[src/rtl/fetch_ctrl_pkg.sv]
// Shared types and constants for the instruction-fetch sequencer.
//   - bus widths and the zero word
//   - stall vector bit positions
//   - fetch FSM state encodings and PC-source select
//   - PC increment step
package fetch_ctrl_pkg;

    localparam int unsigned InstAddrBus = 32;
    localparam int unsigned InstBus     = 32;
    localparam logic [InstBus-1:0] ZeroWord = '0;

    localparam int unsigned STALL_W  = 6;
    localparam int unsigned STALL_IF = 0;
    localparam int unsigned STALL_ID = 1;

    localparam int unsigned PC_INC = 4;

    typedef enum logic [1:0] {
        FS_IDLE  = 2'd0,
        FS_FETCH = 2'd1,
        FS_DROP  = 2'd2
    } fs_state_e;

    typedef enum logic [1:0] {
        PC_HOLD  = 2'd0,
        PC_STEP  = 2'd1,
        PC_REDIR = 2'd2
    } pc_sel_e;

endpackage

[src/rtl/fetch_pc_next.sv]
// Next-PC mux: hold, sequential step, or word-aligned redirect target.
// Ports:
//   sel        - source select
//   pc         - current program counter
//   target     - redirect address (low two bits ignored)
//   pc_next_c  - combinational next PC
module fetch_pc_next
    import fetch_ctrl_pkg::*;
#(
    parameter int unsigned ADDR_W = InstAddrBus
) (
    input  pc_sel_e            sel,
    input  logic [ADDR_W-1:0]  pc,
    input  logic [ADDR_W-1:0]  target,
    output logic [ADDR_W-1:0]  pc_next_c
);

    // Step wraps naturally modulo 2^ADDR_W.
    always_comb begin
        pc_next_c = pc;
        case (sel)
            PC_STEP:  pc_next_c = pc + ADDR_W'(PC_INC);
            PC_REDIR: pc_next_c = target & ~ADDR_W'(3);
            default:  pc_next_c = pc;
        endcase
    end

endmodule

[src/rtl/fetch_ctrl.sv]
// Instruction-fetch sequencer: owns the PC, drives the instruction bus and
// fills the IF/ID slot one instruction per accepted fetch.
// Ports:
//   clk, rst            - clock, synchronous active-high reset
//   stall[5:0]          - bit 0 freezes issue, bit 1 freezes IF/ID acceptance
//   br_flag, br_target  - one-cycle redirect request and address
//   mem_req, mem_addr   - bus request (held stable until mem_ack)
//   mem_ack, mem_rdata  - bus completion and instruction word
//   if_valid/if_pc/if_inst - IF/ID slot contents
//   stallreq_if         - fetch not ready, freeze request to control unit
module fetch_ctrl
    import fetch_ctrl_pkg::*;
#(
    parameter int unsigned       ADDR_W   = InstAddrBus,
    parameter logic [ADDR_W-1:0] RESET_PC = '0
) (
    input  logic               clk,
    input  logic               rst,
    input  logic [STALL_W-1:0] stall,
    input  logic               br_flag,
    input  logic [ADDR_W-1:0]  br_target,
    output logic               mem_req,
    output logic [ADDR_W-1:0]  mem_addr,
    input  logic               mem_ack,
    input  logic [InstBus-1:0] mem_rdata,
    output logic               if_valid,
    output logic [ADDR_W-1:0]  if_pc,
    output logic [InstBus-1:0] if_inst,
    output logic               stallreq_if
);

    fs_state_e          state_q, state_nxt;
    logic [ADDR_W-1:0]  pc_q, pc_nxt;
    logic               outstanding_q, outstanding_nxt;
    logic [ADDR_W-1:0]  req_addr_q, req_addr_nxt;
    logic               if_valid_nxt;
    logic [ADDR_W-1:0]  if_pc_nxt;
    logic [InstBus-1:0] if_inst_nxt;
    pc_sel_e            pc_sel;
    logic               slot_free;
    logic               issue;
    logic               unused_stall_c;

    assign unused_stall_c = ^stall[STALL_W-1:2];

    fetch_pc_next #(.ADDR_W(ADDR_W)) u_pc_next (
        .sel       (pc_sel),
        .pc        (pc_q),
        .target    (br_target),
        .pc_next_c (pc_nxt)
    );

    // State and datapath registers.
    always_ff @(posedge clk) begin
        if (rst) begin
            state_q       <= FS_IDLE;
            pc_q          <= RESET_PC;
            outstanding_q <= 1'b0;
            req_addr_q    <= RESET_PC;
            if_valid      <= 1'b0;
            if_pc         <= '0;
            if_inst       <= ZeroWord;
        end else begin
            state_q       <= state_nxt;
            pc_q          <= pc_nxt;
            outstanding_q <= outstanding_nxt;
            req_addr_q    <= req_addr_nxt;
            if_valid      <= if_valid_nxt;
            if_pc         <= if_pc_nxt;
            if_inst       <= if_inst_nxt;
        end
    end

    // Next-state, bus drive and slot update.
    always_comb begin
        state_nxt       = state_q;
        outstanding_nxt = outstanding_q;
        req_addr_nxt    = req_addr_q;
        if_valid_nxt    = if_valid;
        if_pc_nxt       = if_pc;
        if_inst_nxt     = if_inst;
        pc_sel          = PC_HOLD;
        issue           = 1'b0;
        mem_req         = 1'b0;
        stallreq_if     = 1'b0;
        slot_free       = !if_valid || !stall[STALL_ID];
        // A held request keeps its latched address; otherwise present the PC.
        mem_addr        = outstanding_q ? req_addr_q : pc_q;

        // Slot consumed downstream; a capture below overrides this.
        if (if_valid && !stall[STALL_ID]) begin
            if_valid_nxt = 1'b0;
        end

        case (state_q)
            FS_IDLE: begin
                state_nxt = FS_FETCH;
            end
            FS_FETCH: begin
                issue       = !outstanding_q && slot_free && !stall[STALL_IF];
                mem_req     = outstanding_q || issue;
                stallreq_if = mem_req && !mem_ack;
                if (br_flag) begin
                    pc_sel       = PC_REDIR;
                    if_valid_nxt = 1'b0;
                    if (mem_req && !mem_ack) begin
                        // Request already on the bus: wait it out in DROP.
                        state_nxt       = FS_DROP;
                        outstanding_nxt = 1'b1;
                        req_addr_nxt    = mem_addr;
                    end else begin
                        outstanding_nxt = 1'b0;
                    end
                end else if (mem_req && mem_ack) begin
                    pc_sel          = PC_STEP;
                    outstanding_nxt = 1'b0;
                    if_valid_nxt    = 1'b1;
                    if_pc_nxt       = pc_q;
                    if_inst_nxt     = mem_rdata;
                end else if (mem_req) begin
                    outstanding_nxt = 1'b1;
                    req_addr_nxt    = mem_addr;
                end
            end
            FS_DROP: begin
                mem_req     = 1'b1;
                stallreq_if = 1'b1;
                if (br_flag) begin
                    pc_sel = PC_REDIR;
                end
                if (mem_ack) begin
                    state_nxt       = FS_FETCH;
                    outstanding_nxt = 1'b0;
                end
            end
            default: begin
                state_nxt       = FS_IDLE;
                outstanding_nxt = 1'b0;
            end
        endcase
    end

endmodule
[config.mk]
export PLATFORM = sky130hd
export DESIGN_NAME = fetch_ctrl
export DESIGN_NICKNAME = d
export VERILOG_FILES = /design/src/rtl/fetch_ctrl_pkg.sv /design/src/rtl/fetch_pc_next.sv /design/src/rtl/fetch_ctrl.sv
export SDC_FILE = /design/constraint.sdc
export NUM_CORES = 1
export LEC_CHECK = 0
export CAP_MARGIN = 20
export CORE_UTILIZATION = 30
export CTS_CLUSTER_DIAMETER = 100
export DETAILED_ROUTE_END_ITERATION = 6
export GPL_ROUTABILITY_DRIVEN = 0
export PLACE_DENSITY_LB_ADDON = 0.3
export SYNTH_ARGS = -nofsm -noshare
export SYNTH_HDL_FRONTEND = slang
export SYNTH_HIERARCHICAL = 1
export SYNTH_SLANG_ARGS = --single-unit
[constraint.sdc]
create_clock -name clk -period 7.9 [get_ports clk]
set_input_delay 0.79 -clock clk [delete_from_list [all_inputs] [get_ports clk]]
set_output_delay 0.79 -clock clk [all_outputs]
set_load 0.01 [all_outputs]
# After elaboration in Yosys (flattened, before gate mapping)
# Cells that the tools add are included.
# totals
regBits	132
input_bits	74
out_inout_bits	99
elab_cells	65
# classes
add_sub_neg	1
n_eq_ne	10
muxes	26
n_bitwise	2
n_reduce_logical	19
# op_table
operator	n
32-bit 2-to-1 mux	5
32-bit case mux with 2 select lines	1
32-bit by 3-bit adder with 32-bit output (second input constant)	1
1-bit 2-to-1 mux	10
2-bit 2-to-1 mux	5
3-bit AND reduction	3
2-bit != test (second input constant)	4
2-bit case mux with 3 select lines	1
1-bit logical AND	5
1-bit zero test	5
2-bit by 1-bit equality test with 1-bit output (second input constant)	2
2-bit equality test (second input constant)	2
4-bit != test (second input constant)	1
1-bit case mux with 2 select lines	2
2-bit case mux with 2 select lines	1
4-bit AND reduction	1
2-bit nonzero test	2
1-bit case mux with 3 select lines	1
2-bit zero test	1
1-bit logical OR	2
2-bit by 1-bit != test with 1-bit output (second input constant)	1
1-bit inverter	2

# Longest topological paths before layout
# Gate-level depths: netlist of the first run.
# depth
ltp_word	11
ltp_mapped	16

# By module
# Netlist of the first run, hierarchy kept.
# by_module_without_submodules
mod	n_inst	cells_per_inst	area_per_inst_um2
fetch_ctrl	1	565	5683.0
fetch_pc_next	1	212	1335.0

# Worst setup path before layout of the first run
# Ideal clock, no wire load.
# synth_path
path_type	input to register
from	input port stall[1]
to	register pc_q[11]
arrival_ps	3102
required_ps	7772
setup_slack_ps	4670
stages	13
path_buffers	6
path_cell_list	a21oi_2 > o2111a_1 > buf_2 > buf_6 > buf_6 > and2_1 > inv_1 > ha_1 > clkbuf_1 > buf_1 > clkbuf_1 > o221ai_1 > nor2b_1
# synth_via
elab_chain_cells	11
elab_cells_between_ends	13
# synth_rtl
item	line	rtl
start: declaration	fetch_ctrl.sv:19	input logic [STALL_W-1:0] stall,
1-bit zero test (*)	fetch_ctrl.sv:86	slot_free = !if_valid || !stall[STALL_ID];
1-bit logical OR (*)	fetch_ctrl.sv:86	
1-bit logical AND (*) (2 in a row)	fetch_ctrl.sv:100	issue = !outstanding_q && slot_free && !stall[STALL_IF];
1-bit logical OR (*)	fetch_ctrl.sv:101	mem_req = outstanding_q || issue;
1-bit logical AND (*)	fetch_ctrl.sv:114	end else if (mem_req && mem_ack) begin
1-bit 2-to-1 mux (*)	fetch_ctrl.sv:114	
2-bit 2-to-1 mux (*)	fetch_ctrl.sv:103	if (br_flag) begin
2-bit case mux with 2 select lines (*)	fetch_ctrl.sv:95	case (state_q)
via pc_sel[0]	fetch_ctrl.sv:39	pc_sel_e pc_sel;
2-bit equality test / 2-bit by 1-bit equality test with 1-bit output (equally long branches)	fetch_pc_next.sv:21	case (sel)
32-bit case mux with 2 select lines (*)	fetch_pc_next.sv:21	
via pc_nxt[11]	fetch_ctrl.sv:33	logic [ADDR_W-1:0] pc_q, pc_nxt;
end signal: assignment	fetch_ctrl.sv:65	pc_q <= pc_nxt;
end: declaration	fetch_ctrl.sv:33	
# Mark *: on every way through the listed nets, which the timed path passes. The rest lies on a longest branch.
# A chain may end at the register's enable or synchronous reset.

# Worst setup path in the final report of the first run
# layout_path
from	input port mem_ack
to	register pc_q[10]
# layout_via
elab_chain_cells	6
elab_cells_between_ends	8
# layout_rtl
item	line	rtl
start: declaration	fetch_ctrl.sv:24	input logic mem_ack,
1-bit logical AND (*)	fetch_ctrl.sv:114	
1-bit 2-to-1 mux (*)	fetch_ctrl.sv:114	
2-bit 2-to-1 mux (*)	fetch_ctrl.sv:103	
2-bit case mux with 2 select lines (*)	fetch_ctrl.sv:95	
via pc_sel[0]	fetch_ctrl.sv:39	
2-bit equality test / 2-bit by 1-bit equality test with 1-bit output (equally long branches)	fetch_pc_next.sv:21	
32-bit case mux with 2 select lines (*)	fetch_pc_next.sv:21	
via pc_nxt[10]	fetch_ctrl.sv:33	
# Marked as above.

==> results of run 1 <==
## cell families (layout without fill, tap and decap cells)
| kind of cell | after synthesis | after routing | share of synthesized area |
|---|---|---|---|
| simple gates | 291 | 291 | 0.242 |
| flops | 132 | 132 | 0.377 |
| mux | 118 | 118 | 0.175 |
| compound gates | 111 | 111 | 0.117 |
| fa+ha+maj | 8 | 8 | 0.0143 |
| buf+inv | 117 | 258 | 0.0747 |
## worst register-to-register path, cell delays in order (launching register included)
cell and delay [ps]:
dfxtp_2 980, o2111a_4 650, and2_1 240, ha_1 630, inv_1 640, o31a_1 460, o22ai_1 140, nor2b_1 130
## cells in the mapped netlist (2+ instances only)
cell	number
nor4_4	2
o21ai_0	14
dfxtp_1	132
ha_1	8
nor2b_1	36
o21ai_1	8
nand4_4	2
a221oi_1	33
inv_1	54
a222oi_1	4
buf_2	10
o31a_1	5
clkbuf_1	36
buf_1	3
and3_1	5
buf_6	6
nand3_2	2
buf_4	7
nor2_1	61
nand3_1	5
nand4_1	4
mux2_2	36
a22oi_1	15
and2_1	3
mux2i_1	81
and4_1	5
nor3_1	7
o22ai_1	5
o21a_1	5
a21oi_1	11
nand2_1	23
nand2b_1	131
## registers in the layout (all words and copies together) (netlist names)
name,flops
outstanding_q,1
state_q,2
if_valid,1
pc_q,32
if_pc,32
req_addr_q,32
if_inst,32
## placed cells by master (no fill, tap or decap), drive strengths merged, types with 23 or more instances in the layout
| master | instances |
|---|---|
| clkdlybuf4s50 | 165 |
| dfxtp | 132 |
| nand2b | 131 |
| mux2i | 81 |
| nor2 | 61 |
| inv | 54 |
| mux2 | 37 |
| nor2b | 36 |
| a221oi | 34 |
| nand2 | 23 |
## area by class of cell
| cell class | count | area share |
|---|---|---|
| Multi-Input combinational cell | 528 | 0.412 |
| Sequential cell | 132 | 0.282 |
| Timing Repair Buffer | 173 | 0.183 |
| Clock buffer | 22 | 0.0506 |
| Tap cell | 313 | 0.0418 |
| Inverter | 54 | 0.0216 |
| Clock inverter | 9 | 0.00855 |
## how the worst max path moves through the flow
stage / from / to
finish: mem_ack / pc_q[10]$_SDFF_PP0_
global route: mem_ack / pc_q[6]$_SDFF_PP0_
CTS: mem_ack / pc_q[10]$_SDFF_PP0_
detailed placement: mem_ack / pc_q[8]$_SDFF_PP0_
global placement: mem_ack / pc_q[9]$_SDFF_PP0_
floorplan: stall[1] / pc_q[11]$_SDFF_PP0_
## power breakdown
group          total [W]  internal [W]  switching [W]
sequential      0.000731      0.000702      0.0000285
clock           0.000750      0.000454       0.000296
combinational   0.000322      0.000153       0.000169
## metal layers
metal / share of wire / GRT usage / wire [um] / vias up
met5: 0 / 0 / 0 / -
met4: 0.014 / 0.0514 / 273 / 0
met3: 0.038 / 0.0309 / 730 / 20
met2: 0.45 / 0.254 / 8730 / 131
met1: 0.50 / 0.223 / 9640 / 2750
li1: - / - / - / 2909
## metrics by stage
step | util | instances | worst slack (ps) | hold WS [ps] | power, W
after global routing | 0.411 | 1231 | 3470 | 482 | 0.00190
after CTS | 0.411 | 1231 | 3690 | 469 | 0.00183
after global placement | 0.387 | 1200 | 3280 | 450 | 0.00106
final | 0.411 | 1231 | 3730 | 464 | 0.00180
after detailed placement | 0.387 | 1200 | 3240 | 459 | 0.00107
after floorplan | - | 777 | 4670 | 443 | 0.000953
==> impl_metrics.py, run 1 <==
metrics = {
    "status": {
        "status": "complete, no violations",
    },
    "synthesis": {
        "netlist.area_leader.share": 0.377,
        "yosys.area.top_type": "dfxtp_1",
        "syn_area_per_cell_um2": 9.03,
        "ys_ff_latch": 132,
        "synth_nets": 859,
        "ys_types": 50,
        "syn_inst": 777,
        "async_flop_share": 0,
        "ys.flop_type": "dfxtp_1",
        "ys_top_cells_by_area": "dfxtp_1 38%, nand2b_1 12%, mux2i_1 12%",
        "synth-edff-count": 0,
        "synth_seq_area_share": 0.377,
        "yosys_warnings": 6,
        "synthesis.area_mm2": 0.00702,
    },
    "floorplanning": {
        "die_area_mm2": 0.0240,
        "rows": 55,
        "die_w_um": 155,
        "die_height_um": 155,
        "ios": 173,
        "core_mm2": 0.0228,
        "start_util": 0.308,
    },
    "finish": {
        "nNetsFinal": 988,
        "fin_area_mm2": 0.00937,
        "syn_to_final_growth_pct": 33.5,
        "multi_input_area_mm2": 0.00386,
        "drive_gt1_frac": 0.0980,
        "fill_cells": 2270,
        "final-seq-area_mm2": 0.00264,
        "n_antenna_cell": 0,
    },
    "timing": {
        "min_period_ps": 4170,
        "fin_tns_setup_ps": 0,
        "slew_headroom": 0.333,
        "final-hold-violation-count": 0,
        "tightest_slew_ps": 1000,
        "fin_skew_ps": 11.8,
        "slew_violations": 0,
        "rsz0062_at_grt": "false",
        "setup_viol": 0,
        "post-route-period-util": 0.528,
        "clock.fmax_ghz": 0.240,
    },
    "clock_tree": {
        "clkTransAtPathRegs_ps": 60,
        "insertion_delay_ps": 410,
        "cts_resized": 0,
        "cts_buffer_depth": 2,
        "cts_root_buf": "clkbuf_16",
        "cts_sinks": 132,
        "h-tree-depth": 4,
        "cts_buffers": 17,
        "cts_tree": "yes",
        "postCtsSetupBuffers": 0,
        "cts-hold-fix-buffers": 0,
    },
    "hold_path": {
        "hold_path_depth": 2,
        "min-delay-start": "req_addr_q[18]$_SDFFE_PP0P_",
        "holdPathEnd": "req_addr_q[18]$_SDFFE_PP0P_",
        "min_path_type": "register to register",
    },
    "setup_path": {
        "crit_type": "input port to register",
        "setup.worst_path.end_class": "register",
        "cp_data_required_time_ps": 8230,
        "path_buf_inv": 3,
        "slowest_delay_ps": 640,
        "cpLargestDelayFamily": "buffers and inverters",
        "reg2reg_depth": 7,
        "critPathLaunchType": "input port",
        "cp_max_fo": 36,
        "rrSetupSlack_ps": 3960,
        "rr_endpoint": "pc_q[10]$_SDFF_PP0_",
        "crit_cells": 9,
        "cp_slowest_cell": "inv_1",
        "crit_arrival_ps": 4510,
        "regToRegStartpoint": "outstanding_q$_SDFFE_PP0P_",
        "cp_cell_sequence": "clkdlybuf4s50_1 -> buf_4 -> o2111a_4 -> and2_1 -> ha_1 -> inv_1 -> o31a_1 -> o22ai_1 -> nor2b_1",
    },
    "power": {
        "power.density_mw_per_mm2": 192,
        "ir_drop_mv": 0.0956,
        "p_leak_nw": 3.23,
    },
    "flow_run": {
        "maxCapViolCount": 0,
    },
    "route": {
        "drcViolationCount": 0,
        "via_per_inst": 4.72,
        "postRouteAntennaNets": 0,
        "drt-initial-drc-count": 321,
        "wirelength_um": 19400,
        "route.vias.total": 5810,
        "dr.pass1.iters": 5,
        "wl_per_cell_um": 15.7,
    },
    "grt": {
        "grt_usage": 0.162,
        "grt_pass1_wl_um": 30500,
        "overflow": 0,
        "grt_pass1_vias": 5463,
        "grt_max_degree": 119,
        "antenna_found_initial": 0,
    },
    "placement": {
        "hpwlAfterDp_um": 12500,
        "portBuffers": 166,
        "dpl_cell_area_mm2": 0.00881,
    },
}
Power figures use the tool's default switching activity.
==> run 2, diff against run 1 <==
==> constraint.sdc (replaced) <==
create_clock -name clk -period 4.1 [get_ports clk]
set_input_delay 0.41 -clock clk [delete_from_list [all_inputs] [get_ports clk]]
set_output_delay 0.41 -clock clk [all_outputs]
set_load 0.01 [all_outputs]
==> impl_metrics.py, run 2 (same netlist as run 1, synthesis figures left out) <==
metrics = {
    "clock_tree": {
        "cts_buffers": 17,
        "cts_buffer_depth": 2,
        "cts_sinks": 132,
        "cts_resized": 0,
        "h-tree-depth": 4,
        "postCtsSetupBuffers": 0,
        "clkTransAtPathRegs_ps": 60,
        "cts-hold-fix-buffers": 0,
        "cts_tree": "yes",
        "insertion_delay_ps": 430,
        "cts_root_buf": "clkbuf_16",
    },
    "timing": {
        "fin_skew_ps": 5.92,
        "min_period_ps": 3440,
        "final-hold-violation-count": 0,
        "fin_hold_ws_ps": 430,
        "slew_headroom": 0.385,
        "slew_violations": 0,
        "setup_viol": 0,
        "tightest_slew_ps": 923,
        "fin_tns_setup_ps": 0,
        "clock.fmax_ghz": 0.291,
        "rsz0062_at_grt": "false",
        "post-route-period-util": 0.839,
    },
    "route": {
        "wirelength_um": 19100,
        "drt-initial-drc-count": 425,
        "route.vias.total": 5741,
        "wl_per_cell_um": 15.5,
        "via_per_inst": 4.65,
        "dr.pass1.iters": 6,
        "drcViolationCount": 0,
        "postRouteAntennaNets": 0,
    },
    "floorplanning": {
        "die_w_um": 155,
        "start_util": 0.308,
        "die_area_mm2": 0.0240,
        "rows": 55,
        "ios": 173,
        "core_mm2": 0.0228,
        "die_height_um": 155,
    },
    "hold_path": {
        "min_path_type": "input port to register",
    },
    "setup_path": {
        "slowest_delay_ps": 600,
        "cp_data_required_time_ps": 4460,
        "path_buf_inv": 2,
        "crit_type": "register to register",
        "cp_cell_sequence": "inv_1 -> ha_1 -> o2111a_4 -> and2_1 -> ha_1 -> inv_1 -> o31a_1 -> o22ai_1 -> nor2b_1",
        "cp_slowest_cell": "inv_1",
        "cp_max_fo": 24,
        "setup.worst_path.end_class": "register",
        "critPathLaunchType": "register",
        "cpLargestDelayFamily": "compound AO/OA/AOI/OAI gates",
        "crit_arrival_ps": 3800,
    },
    "finish": {
        "fin_area_mm2": 0.00952,
        "final_core_utilization": 0.418,
        "drive_gt1_frac": 0.104,
        "syn_to_final_growth_pct": 35.6,
        "nNetsFinal": 991,
        "n_antenna_cell": 0,
        "final_common_cell": "clkdlybuf4s50_1",
        "final_cell_mix": "165 x clkdlybuf4s50_1, 131 x nand2b_1, 131 x dfxtp_1",
        "fill_cells": 2217,
    },
    "power": {
        "p_leak_nw": 3.31,
        "totalPowerFinal_w": 0.00376,
        "power.density_mw_per_mm2": 395,
        "ir_drop_mv": 0.221,
    },
    "flow_run": {
        "maxCapViolCount": 0,
    },
    "status": {
        "status": "complete, no violations",
    },
    "placement": {
        "hpwlAfterDp_um": 12600,
        "dpl_cell_area_mm2": 0.00885,
        "portBuffers": 166,
    },
    "grt": {
        "grt_pass1_wl_um": 30400,
        "overflow": 0,
        "antenna_found_initial": 0,
        "grt_usage": 0.163,
        "grt_pass1_vias": 5443,
        "grt_max_degree": 103,
    },
}
run 2: changes by cell type in the layout (fill, tap and decap cells not counted):
cell	before	now
buf_4	8	10
clkinv_4	0	3
clkbuf_1	2	0
clkinv_2	4	2
clkinvlp_4	4	2
buf_12	0	1
bufinv_16	1	5
run 2: layout make-up:
cell class / count / area (um^2) / area share
Sequential cell: 132 / 2640 / 0.278
Clock inverter: 12 / 201 / 0.0212
Clock buffer: 20 / 467 / 0.0490
Inverter: 54 / 203 / 0.0213
Timing Repair Buffer: 176 / 1750 / 0.184
Tap cell: 313 / 392 / 0.0412
Multi-Input combinational cell: 528 / 3860 / 0.406
run 2: routing by layer:
metal | global-route usage | wire length (um)
met1 | 0.218 | 9200
met2 | 0.260 | 8770
met5 | 0 | 0
met4 | 0.0566 | 241
met3 | 0.0329 | 891
run 2: through the flow:
stage | std cells | setup slack (ps)
finish | 1235 | 661
global route | 1235 | 416
CTS | 1235 | 586
detailed placement | 1203 | 289
global placement | 1203 | 332
floorplan | 777 | 1110
run 2: worst reg2reg max path: stages, from the launching register on:
cell	delay, ps
dfxtp_1	340
inv_1	110
ha_1	320
o2111a_4	480
and2_1	210
ha_1	590
inv_1	600
o31a_1	450
o22ai_1	130
nor2b_1	150
run 2: power breakdown:
group	internal (W)	switching (W)	total (W)
logic	0.000300	0.000335	0.000635
clock network	0.00113	0.000596	0.00172
registers	0.00135	0.0000442	0.00140
total	0.00278	0.000975	0.00376
run 2: path summary, 6_finish.rpt:
kind / cells past startpoint / slack, ps / end / startpoint
min reg2reg: 2 / 470 / req_addr_q[7]$_SDFFE_PP0P_ / req_addr_q[7]$_SDFFE_PP0P_
max reg2reg: 9 / 660 / pc_q[6]$_SDFF_PP0_ / state_q[1]$_SDFFE_PP0P_
min: 2 / 430 / pc_q[3]$_SDFF_PP0_ / rst
max: 9 / 660 / pc_q[6]$_SDFF_PP0_ / state_q[1]$_SDFFE_PP0P_
